$ cat src/rtl/dfswt_peak_seq_if.sv
// Frame/result handshake bundle between the sliding-DFT stage array and dfswt_peak_seq.
// master drives frames in and consumes results; slave is the peak sequencer.
interface dfswt_peak_seq_if #(
  parameter int BINS  = 4,
  parameter int BIN_W = 2,
  parameter int MAG_W = 32
);
  logic                  enable;
  logic                  mag_valid;
  logic [BINS*MAG_W-1:0] mag_flat;
  logic [MAG_W-1:0]      threshold;
  logic                  busy;
  logic                  peak_valid;
  logic [BIN_W-1:0]      freqbin;
  logic [MAG_W-1:0]      peakmag;
  logic                  detect;
  logic                  overrun;

  modport master (
    output enable, mag_valid, mag_flat, threshold,
    input  busy, peak_valid, freqbin, peakmag, detect, overrun
  );

  modport slave (
    input  enable, mag_valid, mag_flat, threshold,
    output busy, peak_valid, freqbin, peakmag, detect, overrun
  );
endinterface

$ cat src/rtl/dfswt_peak_seq.sv
// Sequential peak-bin picker: snapshots one magnitude frame, scans one bin per cycle.
// Optional hysteresis on the reported bin is enabled by defining DFSWT_HYST_EN.
module dfswt_peak_seq #(
  parameter int BINS       = 4,
  parameter int BIN_W      = 2,
  parameter int MAG_W      = 32,
  parameter int HYST_SHIFT = 3
) (
  input  logic             clock,
  input  logic             reset,
  dfswt_peak_seq_if.slave  bus
);
  localparam int IDX_W = BIN_W + 1;
  localparam logic [IDX_W-1:0] LAST_IDX = IDX_W'(BINS - 1);

  localparam logic [1:0] ST_IDLE = 2'd0;
  localparam logic [1:0] ST_SCAN = 2'd1;
  localparam logic [1:0] ST_DONE = 2'd2;

  logic [1:0]       state_reg;
  logic [IDX_W-1:0] idx_reg;
  logic [MAG_W-1:0] best_reg;
  logic [BIN_W-1:0] bestidx_reg;
  logic             busy_reg;
  logic             peak_valid_reg;
  logic [BIN_W-1:0] freqbin_reg;
  logic [MAG_W-1:0] peakmag_reg;
  logic             detect_reg;
  logic             overrun_reg;

  logic [MAG_W-1:0] mag_in [BINS];
  logic [MAG_W-1:0] snap_reg [BINS];
  logic [MAG_W-1:0] thr_reg;
  logic [MAG_W-1:0] cur_mag;
  logic             accept;

  assign accept  = bus.enable && bus.mag_valid && (state_reg == ST_IDLE);
  assign cur_mag = snap_reg[idx_reg[BIN_W-1:0]];

  // Snapshot storage carries no reset: it is only read after a fresh capture.
  genvar gi;
  generate
    for (gi = 0; gi < BINS; gi++) begin : g_snap
      assign mag_in[gi] = bus.mag_flat[gi*MAG_W +: MAG_W];
      always_ff @(posedge clock) begin
        if (accept) snap_reg[gi] <= mag_in[gi];
      end
    end
  endgenerate

  always_ff @(posedge clock) begin
    if (accept) thr_reg <= bus.threshold;
  end

`ifdef DFSWT_HYST_EN
  logic [MAG_W-1:0] heldmag_reg;
  logic [MAG_W:0]   hyst_lim;
  logic             keep_held;

  assign hyst_lim  = {1'b0, heldmag_reg} + {1'b0, heldmag_reg >> HYST_SHIFT};
  assign keep_held = (bestidx_reg != freqbin_reg) && ({1'b0, best_reg} <= hyst_lim);

  // freqbin is frozen during a scan, so exactly one scan step matches it.
  always_ff @(posedge clock or negedge reset) begin
    if (!reset) begin
      heldmag_reg <= '0;
    end else if (bus.enable && state_reg == ST_SCAN &&
                 idx_reg[BIN_W-1:0] == freqbin_reg) begin
      heldmag_reg <= cur_mag;
    end
  end
`endif

  always_ff @(posedge clock or negedge reset) begin
    if (!reset) begin
      state_reg      <= ST_IDLE;
      idx_reg        <= '0;
      best_reg       <= '0;
      bestidx_reg    <= '0;
      busy_reg       <= 1'b0;
      peak_valid_reg <= 1'b0;
      freqbin_reg    <= '0;
      peakmag_reg    <= '0;
      detect_reg     <= 1'b0;
      overrun_reg    <= 1'b0;
    end else begin
      peak_valid_reg <= 1'b0;
      if (bus.enable) begin
        if (bus.mag_valid && state_reg != ST_IDLE) overrun_reg <= 1'b1;
        case (state_reg)
          ST_IDLE: begin
            if (bus.mag_valid) begin
              idx_reg     <= '0;
              best_reg    <= '0;
              bestidx_reg <= '0;
              busy_reg    <= 1'b1;
              state_reg   <= ST_SCAN;
            end
          end
          ST_SCAN: begin
            if (cur_mag > best_reg) begin
              best_reg    <= cur_mag;
              bestidx_reg <= idx_reg[BIN_W-1:0];
            end
            idx_reg <= idx_reg + 1'b1;
            if (idx_reg == LAST_IDX) state_reg <= ST_DONE;
          end
          ST_DONE: begin
`ifdef DFSWT_HYST_EN
            if (keep_held) begin
              peakmag_reg <= heldmag_reg;
              detect_reg  <= heldmag_reg > thr_reg;
            end else begin
              freqbin_reg <= bestidx_reg;
              peakmag_reg <= best_reg;
              detect_reg  <= best_reg > thr_reg;
            end
`else
            freqbin_reg <= bestidx_reg;
            peakmag_reg <= best_reg;
            detect_reg  <= best_reg > thr_reg;
`endif
            peak_valid_reg <= 1'b1;
            busy_reg       <= 1'b0;
            state_reg      <= ST_IDLE;
          end
          default: state_reg <= ST_IDLE;
        endcase
      end
    end
  end

  assign bus.busy       = busy_reg;
  assign bus.peak_valid = peak_valid_reg;
  assign bus.freqbin    = freqbin_reg;
  assign bus.peakmag    = peakmag_reg;
  assign bus.detect     = detect_reg;
  assign bus.overrun    = overrun_reg;
endmodule

$ cat src/flat_wrapper.sv
// flat-port wrapper written by rule: the top's interface ports become plain ports
module dfswt_peak_seq_flat 
#(
  parameter int BINS       = 4,
  parameter int BIN_W      = 2,
  parameter int MAG_W      = 32,
  parameter int HYST_SHIFT = 3
)
  (clock, reset, bus_enable, bus_mag_valid, bus_mag_flat, bus_threshold, bus_busy, bus_peak_valid, bus_freqbin, bus_peakmag, bus_detect, bus_overrun);
  dfswt_peak_seq_if #(.BINS(BINS), .BIN_W(BIN_W), .MAG_W(MAG_W)) bus_i ();
  input  logic clock;
  input  logic reset;
  input wire logic [$bits(bus_i.enable)-1:0] bus_enable;
  input wire logic [$bits(bus_i.mag_valid)-1:0] bus_mag_valid;
  input wire logic [$bits(bus_i.mag_flat)-1:0] bus_mag_flat;
  input wire logic [$bits(bus_i.threshold)-1:0] bus_threshold;
  output wire logic [$bits(bus_i.busy)-1:0] bus_busy;
  output wire logic [$bits(bus_i.peak_valid)-1:0] bus_peak_valid;
  output wire logic [$bits(bus_i.freqbin)-1:0] bus_freqbin;
  output wire logic [$bits(bus_i.peakmag)-1:0] bus_peakmag;
  output wire logic [$bits(bus_i.detect)-1:0] bus_detect;
  output wire logic [$bits(bus_i.overrun)-1:0] bus_overrun;
  assign bus_i.enable = bus_enable;
  assign bus_i.mag_valid = bus_mag_valid;
  assign bus_i.mag_flat = bus_mag_flat;
  assign bus_i.threshold = bus_threshold;
  assign bus_busy = bus_i.busy;
  assign bus_peak_valid = bus_i.peak_valid;
  assign bus_freqbin = bus_i.freqbin;
  assign bus_peakmag = bus_i.peakmag;
  assign bus_detect = bus_i.detect;
  assign bus_overrun = bus_i.overrun;
  dfswt_peak_seq #(.BINS(BINS), .BIN_W(BIN_W), .MAG_W(MAG_W), .HYST_SHIFT(HYST_SHIFT)) u_core (.clock(clock), .reset(reset), .bus(bus_i));
endmodule
$ cat config.mk
export PLATFORM = sky130hd
export DESIGN_NAME = dfswt_peak_seq_flat
export DESIGN_NICKNAME = d
export VERILOG_FILES = /design/src/rtl/dfswt_peak_seq_if.sv /design/src/rtl/dfswt_peak_seq.sv /design/src/flat_wrapper.sv
export SDC_FILE = /design/constraint.sdc
export NUM_CORES = 1
export LEC_CHECK = 0
export CAP_MARGIN = 40
export CORE_MARGIN = 4
export CORE_UTILIZATION = 30
export DETAILED_ROUTE_END_ITERATION = 12
export PLACE_DENSITY = 0.54
export SETUP_SLACK_MARGIN = 0.2
export SLEW_MARGIN = 20
export SYNTH_ARGS = -nofsm -noshare
export SYNTH_HDL_FRONTEND = slang
export SYNTH_SLANG_ARGS = --single-unit
$ cat constraint.sdc
create_clock -name clock -period 14.36 [get_ports clock]
set_input_delay 2.154 -clock clock [delete_from_list [all_inputs] [get_ports clock]]
set_output_delay 2.154 -clock clock [all_outputs]
set_load 0.005 [all_outputs]
==> metrics.log, run 1 <==
INFO  metric status = complete, no violations
INFO  metric drt_pass1_iterations = 4
INFO  metric numPortBuffers = ~200
INFO  metric internal_power_summed_over_all_cells = 0.00172 W
INFO  metric cts_tree = done
INFO  metric largest_register_ff_count = about 130
INFO  metric initial_utilization = about 30%
INFO  metric numClockSinks = between 200 and 250
INFO  metric hold_violations = 0
INFO  metric total_wire_length = 24500 um
INFO  metric cellPowerDensity = 184 nW/um^2
INFO  metric yosysWarnings = 0
INFO  metric die_height = 192 um
INFO  metric dpl-instance-area = between 10000 and 15000 sq um
INFO  metric die_area = ~37000 sq um
INFO  metric fin_tns_setup = 0 ns
INFO  metric avgSynthCellArea = 14.7 sq um
INFO  metric layout.cells.most_common_list = sky130_fd_sc_hd__clkdlybuf4s50_1, sky130_fd_sc_hd__edfxtp_1, sky130_fd_sc_hd__dfrtp_1
INFO  metric comb_power_share = 34.0%
INFO  metric drv_cap = 0
INFO  metric route.antenna.remaining_nets = 0
INFO  metric area_of_the_core = 33400 sq um
INFO  metric timing.slew.headroom = 47.8%
INFO  metric yosysTopAreaCellShare = a little under half
INFO  metric gr-total-overflow = 0
INFO  metric vias = approximately 6000
INFO  metric maximum_clock_insertion_buffer_count = 3
INFO  metric cp.arrival = 5.12 ns
INFO  metric design_area = roughly 14000 sq um
INFO  metric dr.first_iter.drc_count = 200
INFO  metric max_slew.worst_pin.slew = 0.782 ns
INFO  metric drive_gt1_share = 9.46%
INFO  metric syn_inst = slightly below 700
INFO  metric share_of_flip_flops_with_an_asynchronous_set_or_reset = 32.5%
INFO  metric timing.final.setup_violations = 0
INFO  metric grt_max_degree = 70
INFO  metric root_driver = sky130_fd_sc_hd__clkbuf_16
INFO  metric grt_first_pass_wirelength = 37300 um
INFO  metric postLayoutCoreUtil = between 40% and 50%
INFO  metric post_synthesis_sequential_element_count = between 200 and 250
INFO  metric io_pins = 202
INFO  metric sequential_share_of_the_synthesized_area = 66.3%
INFO  metric timing.final.max_slew_violations = 0
INFO  metric standard_cell_with_the_maximum_stage_delay_on_the_critical_path = sky130_fd_sc_hd__a21oi_4
INFO  metric worst-path-max-fanout = 23
INFO  metric groute.usage.overall = 13.2%
INFO  metric crit_path_cell_trace = buf_4 -> mux4_2 -> ha_1 -> a21oi_1 -> o21ai_1 -> a221o_1 -> or3_1 -> a21oi_4 -> buf_4 -> mux2_1
INFO  metric timing.clock.skew = roughly 0.019 ns
INFO  metric mostFrequentLayoutCell = sky130_fd_sc_hd__clkdlybuf4s50_1
INFO  metric synth_top_cells_by_area = sky130_fd_sc_hd__edfxtp_1, sky130_fd_sc_hd__dfrtp_1, sky130_fd_sc_hd__ha_1
INFO  metric total_leakage_power = 5.33 nW
INFO  metric post_synth_num_cell_types = 38
INFO  metric avgRoutedWirePerCell = 17.7 um
INFO  metric rows = 67
INFO  metric via_per_inst = 4.38
INFO  metric grt_antenna_before_repair = 3
INFO  metric hpwlAfterDp = 17300 um
INFO  metric timing.setup.critical_path_class = reg2reg
INFO  metric syn-cell-area = 10200 sq um
INFO  metric p_clk_share = 27.9%
INFO  metric cts-resized-gates = 0
INFO  metric finalCriticalPeriod = around 4.7 ns
INFO  metric gp_congestion = 0.723
INFO  metric netlist.top_cell.by_area = sky130_fd_sc_hd__edfxtp_1
INFO  metric chipWidth = 192 um
INFO  metric p_sw_share = 31.5%
INFO  metric synthToLayoutAreaGrowth = 34.4%
INFO  metric numCtsBuffers = 28
INFO  metric crit_path_max_incr_delay = between 0.6 and 0.7 ns
INFO  metric clock_latency = 0.54 ns
INFO  metric final_nets = 1138
INFO  metric synth_enable_flop_cells = 160
INFO  metric cts_setup_buffers = 0
INFO  metric cts_hold_repair.buffers = 0
INFO  metric route.detailed.drc = 0
INFO  metric final.period_utilization = 32.8%
INFO  metric peakVddDrop = 0.0806 mV
INFO  metric synth_fp_nets = roughly 900
INFO  metric power_frac_seq = 38.1%
INFO  metric maxClockFrequency = 212 MHz
INFO  metric dominantRegCellSynth = sky130_fd_sc_hd__edfxtp_1
INFO  metric cp-end-kind = flip-flop
INFO  metric critPathLaunchType = flip-flop
INFO  metric rsz_0062_raised_after_global_routing = false
INFO  metric min_path_type = reg2reg
INFO  metric clk_transition_reported_paths = about 0.060 ns
INFO  metric h-tree-depth = 1
INFO  metric worst-endpoint-required = 14.77 ns
INFO  metric vias_in_the_first_global_route = between 6000 and 7000
INFO  metric total_switching_power = about 0.00079 W
INFO  metric critical_path_most_common_cell = sky130_fd_sc_hd__buf_4
power by group through the flow:
stage / clock network, W / registers, W / logic (W)
detailed placement: 0 / 0.000975 / 0.000866
global placement: 0 / 0.000973 / 0.000855
finish: 0.000701 / 0.000958 / 0.000853
floorplan: 0 / 0.000962 / 0.000539
CTS: 0.000729 / 0.000962 / 0.000871
global route: 0.000759 / 0.000977 / 0.000970
area by class of cell:
class                   instances  area [sq um]
diodes                          1          2.50
well taps                     448           561
clock inverters                17           164
clock buffers                  35           748
fillers                      3125         19800
inverters                      70           263
multi-input cells             361          3060
flip-flops and latches        237          6730
repair buffers                210          2120
metrics by stage:
step	setup slack, ns	power [W]	hold WS, ns	cells
final	9.65	0.00251	0.467	1379
after floorplan	6.49	0.00150	0.431	690
after CTS	9.48	0.00256	0.472	1377
after detailed placement	9.16	0.00184	0.454	1325
after global routing	9.27	0.00271	0.504	1379
after global placement	9.11	0.00183	0.447	1324
final timing paths:
path                                        from  slack (ns)                    end  cells after the start
max                            u_core.idx_reg[0]        9.65    u_core.best_reg[22]                     10
min                        u_core.bestidx_reg[0]        0.47  u_core.bus.freqbin[0]                      2
max reg2reg                    u_core.idx_reg[0]        9.65    u_core.best_reg[22]                     10
min reg2reg                u_core.bestidx_reg[0]        0.47  u_core.bus.freqbin[0]                      2
max in group asynchronous                  reset       11.71      u_core.idx_reg[1]                      2
min in group asynchronous                  reset        1.54  u_core.bus.peakmag[6]                      1
layer usage:
layer  track usage, %  up-vias  share of wire, %
met2             20.6      150                45
met1             18.2     2864                45
li1                 -     2972                 -
met5                0        -              0.11
met3             3.40       48               7.0
met4             3.62        4               2.5
cells in the mapped netlist (5+ instances only):
| library cell | count |
|---|---|
| sky130_fd_sc_hd__mux2_1 | 34 |
| sky130_fd_sc_hd__inv_1 | 70 |
| sky130_fd_sc_hd__nand3_1 | 7 |
| sky130_fd_sc_hd__clkbuf_1 | 14 |
| sky130_fd_sc_hd__ha_1 | 66 |
| sky130_fd_sc_hd__mux4_2 | 32 |
| sky130_fd_sc_hd__nand2_1 | 58 |
| sky130_fd_sc_hd__a21o_1 | 6 |
| sky130_fd_sc_hd__a21oi_1 | 28 |
| sky130_fd_sc_hd__nor2_1 | 39 |
| sky130_fd_sc_hd__edfxtp_1 | 160 |
| sky130_fd_sc_hd__dfrtp_1 | 77 |
| sky130_fd_sc_hd__o21ai_0 | 49 |
| sky130_fd_sc_hd__nand4_1 | 11 |
| sky130_fd_sc_hd__nor2b_1 | 5 |
cell families after synthesis:
group	count (synthesis)	synth area share [%]
simple gates	130	5.53
mux	66	10.9
compound gates	99	5.53
flops	237	66.3
fa+ha+maj	66	8.13
buf+inv	92	3.66
critical path: cells and delay by family (launching register included):
kind	cells	cell delay, ns
AO/OA/AOI/OAI	4	1.22
multiplexers	2	0.99
buffers and inverters	2	0.97
flip-flops	1	0.65
AND/OR/NAND/NOR	1	0.38
adder cells (fa/ha/maj)	1	0.33
Power figures use the tool's default switching activity.
==> run 2: changes to the inputs <==
==> constraint.sdc (replaced) <==
create_clock -name clock -period 4.6 [get_ports clock]
set_input_delay 0.69 -clock clock [delete_from_list [all_inputs] [get_ports clock]]
set_output_delay 0.69 -clock clock [all_outputs]
set_load 0.005 [all_outputs]
==> run 2 against run 1 <==
Effect of this change: flip-flop and latch count did not move; fmax up 24%; critical path depth fell by 1; global-route usage up 0.42 points; via count increased by 1.1%; critical endpoint is now u_core.best_reg[8]; combinational power grew to 3.2 times the previous value; non-clock buffer count increased by 3; wire length up 3.1%; design area grew 0.34%; clock power rose to 3.1 times the previous value; clock skew is 0.0079 ns lower.
==> metrics.log, run 2 (same netlist as run 1, synthesis figures left out) <==
INFO  metric rows = 67 (unchanged)
INFO  metric total_leakage_power = 5.36 nW (was 5.33 nW)
INFO  metric antennaDiodeCount = 0 (was 1)
INFO  metric worst_hold_slack = 0.183 ns (was 0.467 ns)
INFO  metric peakVddDrop = 0.287 mV (was 0.0806 mV)
INFO  metric cts_setup_buffers = 0 (unchanged)
INFO  metric postLayoutCoreUtil = 41.0% (was 40.8%)
INFO  metric timing.clock.skew = 0.0107 ns (was 0.0186 ns)
INFO  metric total_wire_length = 25200 um (was 24500 um)
INFO  metric cts_tree = done (unchanged)
INFO  metric root_driver = sky130_fd_sc_hd__clkbuf_16 (unchanged)
INFO  metric crit-reg2reg-launch = u_core.idx_reg[0] (unchanged)
INFO  metric internal_reg_to_reg_setup_slack = 0.80 ns (was 9.65 ns)
INFO  metric maxClockFrequency = 263 MHz (was 212 MHz)
INFO  metric cpLargestDelayFamily = compound AO/OA/AOI/OAI gates (unchanged)
INFO  metric chipWidth = 192 um (unchanged)
INFO  metric final.period_utilization = 82.5% (was 32.8%)
INFO  metric max_slew.worst_pin.slew = 0.694 ns (was 0.782 ns)
INFO  metric layout.cells.most_common_list = sky130_fd_sc_hd__clkdlybuf4s50_1, sky130_fd_sc_hd__edfxtp_1, sky130_fd_sc_hd__dfrtp_1 (unchanged)
INFO  metric crit_path_max_incr_delay = 0.59 ns (was 0.66 ns)
INFO  metric cp-end-kind = flip-flop (unchanged)
INFO  metric vias_in_the_first_global_route = 6386 (was 6382)
INFO  metric worst-path-max-fanout = 16 (was 23)
INFO  metric gp_congestion = 0.770 (was 0.723)
INFO  metric maximum_clock_insertion_buffer_count = 3 (unchanged)
INFO  metric p_sw_share = 31.4% (was 31.5%)
INFO  metric cts_hold_repair.buffers = 0 (unchanged)
INFO  metric grt_first_pass_wirelength = 38300 um (was 37300 um)
INFO  metric grt_max_degree = 75 (was 70)
INFO  metric hold_violations = 0 (unchanged)
INFO  metric worst-endpoint-required = 5.01 ns (was 14.77 ns)
INFO  metric timing.setup.critical_path_class = reg2reg (unchanged)
INFO  metric numClockSinks = 237 (unchanged)
INFO  metric p_clk_share = 27.7% (was 27.9%)
INFO  metric timing.final.max_slew_violations = 0 (unchanged)
INFO  metric hpwlAfterDp = 18500 um (was 17300 um)
INFO  metric via_per_inst = 4.42 (was 4.38)
INFO  metric clock_latency = 0.53 ns (was 0.54 ns)
INFO  metric internal_power_summed_over_all_cells = 0.00544 W (was 0.00172 W)
INFO  metric clk_transition_reported_paths = 0.06 ns (about the same)
INFO  metric die_height = 192 um (unchanged)
INFO  metric io_pins = 202 (unchanged)
INFO  metric cp.arrival = 4.20 ns (was 5.12 ns)
INFO  metric status = complete, no violations (unchanged)
INFO  metric r2r_cells = 9 (was 10)
INFO  metric comb_power_share = 34.5% (was 34.0%)
INFO  metric grt_antenna_before_repair = 2 (was 3)
INFO  metric drive_gt1_share = 9.86% (was 9.46%)
INFO  metric vias = 6107 (was 6038)
INFO  metric timing.slew.headroom = 53.7% (was 47.8%)
INFO  metric power_frac_seq = 37.8% (was 38.1%)
INFO  metric total_switching_power = 0.00248 W (was 0.000791 W)
INFO  metric worst_reg2reg_path_endpoint = u_core.best_reg[8] (was u_core.best_reg[22])
INFO  metric crit_path_cell_trace = buf_12 -> mux4_2 -> ha_1 -> a21oi_1 -> a2111oi_0 -> or3_1 -> a21oi_4 -> buf_4 -> mux2_1 (was buf_4 -> mux4_2 -> ha_1 -> a21oi_1 -> o21ai_1 -> a221o_1 -> or3_1 -> a21oi_4 -> buf_4 -> mux2_1)
INFO  metric timing.final.setup_violations = 0 (unchanged)
INFO  metric cts-resized-gates = 0 (unchanged)
INFO  metric critical_path_cell_count = 9 (was 10)
INFO  metric drv_cap = 0 (unchanged)
INFO  metric avgRoutedWirePerCell = 18.3 um (was 17.7 um)
INFO  metric critPathLaunchType = flip-flop (unchanged)
INFO  metric die_area = 36900 sq um (unchanged)
INFO  metric final_critical_path_setup_slack = 0.803 ns (was 9.65 ns)
INFO  metric standard_cell_with_the_maximum_stage_delay_on_the_critical_path = sky130_fd_sc_hd__mux4_2 (was sky130_fd_sc_hd__a21oi_4)
INFO  metric drt_pass1_iterations = 4 (unchanged)
INFO  metric synthToLayoutAreaGrowth = 34.9% (was 34.4%)
INFO  metric initial_utilization = 30.4% (unchanged)
INFO  metric cellPowerDensity = 578 nW/um^2 (was 184 nW/um^2)
INFO  metric gr-total-overflow = 0 (unchanged)
INFO  metric final_nets = 1141 (was 1138)
INFO  metric setup_ws_pre_cts = 0.741 ns (was 9.16 ns)
INFO  metric area_of_the_core = 33400 sq um (unchanged)
INFO  metric route.antenna.remaining_nets = 0 (unchanged)
INFO  metric dr.first_iter.drc_count = 246 (was 200)
INFO  metric largest_register_ff_count = 128 (unchanged)
INFO  metric finalCriticalPeriod = 3.80 ns (was 4.71 ns)
INFO  metric numCtsBuffers = 28 (unchanged)
INFO  metric fin_tns_setup = 0 ns (unchanged)
INFO  metric h-tree-depth = 1 (unchanged)
INFO  metric route.detailed.drc = 0 (unchanged)
INFO  metric min_path_type = in2async (was reg2reg)
INFO  metric path_buf_inv = 2 (unchanged)
INFO  metric mostFrequentLayoutCell = sky130_fd_sc_hd__clkdlybuf4s50_1 (unchanged)
INFO  metric totalPowerFinal = 0.00792 W (was 0.00251 W)
INFO  metric groute.usage.overall = 13.6% (was 13.2%)
INFO  metric rsz_0062_raised_after_global_routing = false (unchanged)
INFO  metric numPortBuffers = 201 (unchanged)
[run 2: cell count changes in the layout (fill, tap and decap cells not counted), sizes merged]
| cell | before | now |
|---|---|---|
| inv | 70 | 71 |
| clkinv | 13 | 10 |
| diode | 1 | 0 |
| buf | 10 | 13 |
| clkbuf | 35 | 36 |
| clkinvlp | 1 | 2 |
[run 2: per-stage QoR]
stage               instances  cell area, sq um
floorplan                 690             10200
global placement         1328             12800
detailed placement       1329             12800
CTS                      1381             13700
global route             1381             13700
finish                   1381             13700
[run 2: routing by layer]
layer | GRT usage [%] | up-vias | wire length, um
li1 | - | 2986 | -
met1 | 19.6 | 2926 | 11700
met2 | 20.8 | 151 | 11300
met3 | 3.42 | 40 | 1640
met4 | 3.24 | 4 | 476
met5 | 0 | - | 31
[run 2: worst reg2reg max path: stages (launching register included)]
cell and delay [ns]:
sky130_fd_sc_hd__dfrtp_2 0.41, sky130_fd_sc_hd__buf_12 0.20, sky130_fd_sc_hd__mux4_2 0.60, sky130_fd_sc_hd__ha_1 0.35
sky130_fd_sc_hd__a21oi_1 0.28, sky130_fd_sc_hd__a2111oi_0 0.15, sky130_fd_sc_hd__or3_1 0.43, sky130_fd_sc_hd__a21oi_4 0.58
sky130_fd_sc_hd__buf_4 0.33, sky130_fd_sc_hd__mux2_1 0.35
[run 2: cell type report]
class,instances,area (sq um)
Inverter,70,263
Timing Repair Buffer,213,2160
Sequential cell,237,6730
Multi-Input combinational cell,361,3060
Fill cell,3071,19800
Tap cell,448,561
Clock inverter,16,159
Clock buffer,36,762
[run 2: worst max-delay path by stage]
stage,start,endpoint,slack [ns]
floorplan,bus_enable,u_core.best_reg[23],0.64
global placement,u_core.idx_reg[0],u_core.best_reg[10],0.45
detailed placement,u_core.idx_reg[0],u_core.best_reg[14],0.74
CTS,u_core.idx_reg[0],u_core.best_reg[14],0.71
global route,u_core.idx_reg[0],u_core.best_reg[14],0.54
finish,u_core.idx_reg[0],u_core.best_reg[8],0.80
[run 2: power by group through the flow]
stage / registers, W / logic [W] / clock network [W]
finish: 0.00300 / 0.00273 / 0.00219
detailed placement: 0.00304 / 0.00278 / 0
global route: 0.00305 / 0.00310 / 0.00238
CTS: 0.00301 / 0.00279 / 0.00227
global placement: 0.00304 / 0.00273 / 0
floorplan: 0.00298 / 0.00168 / 0
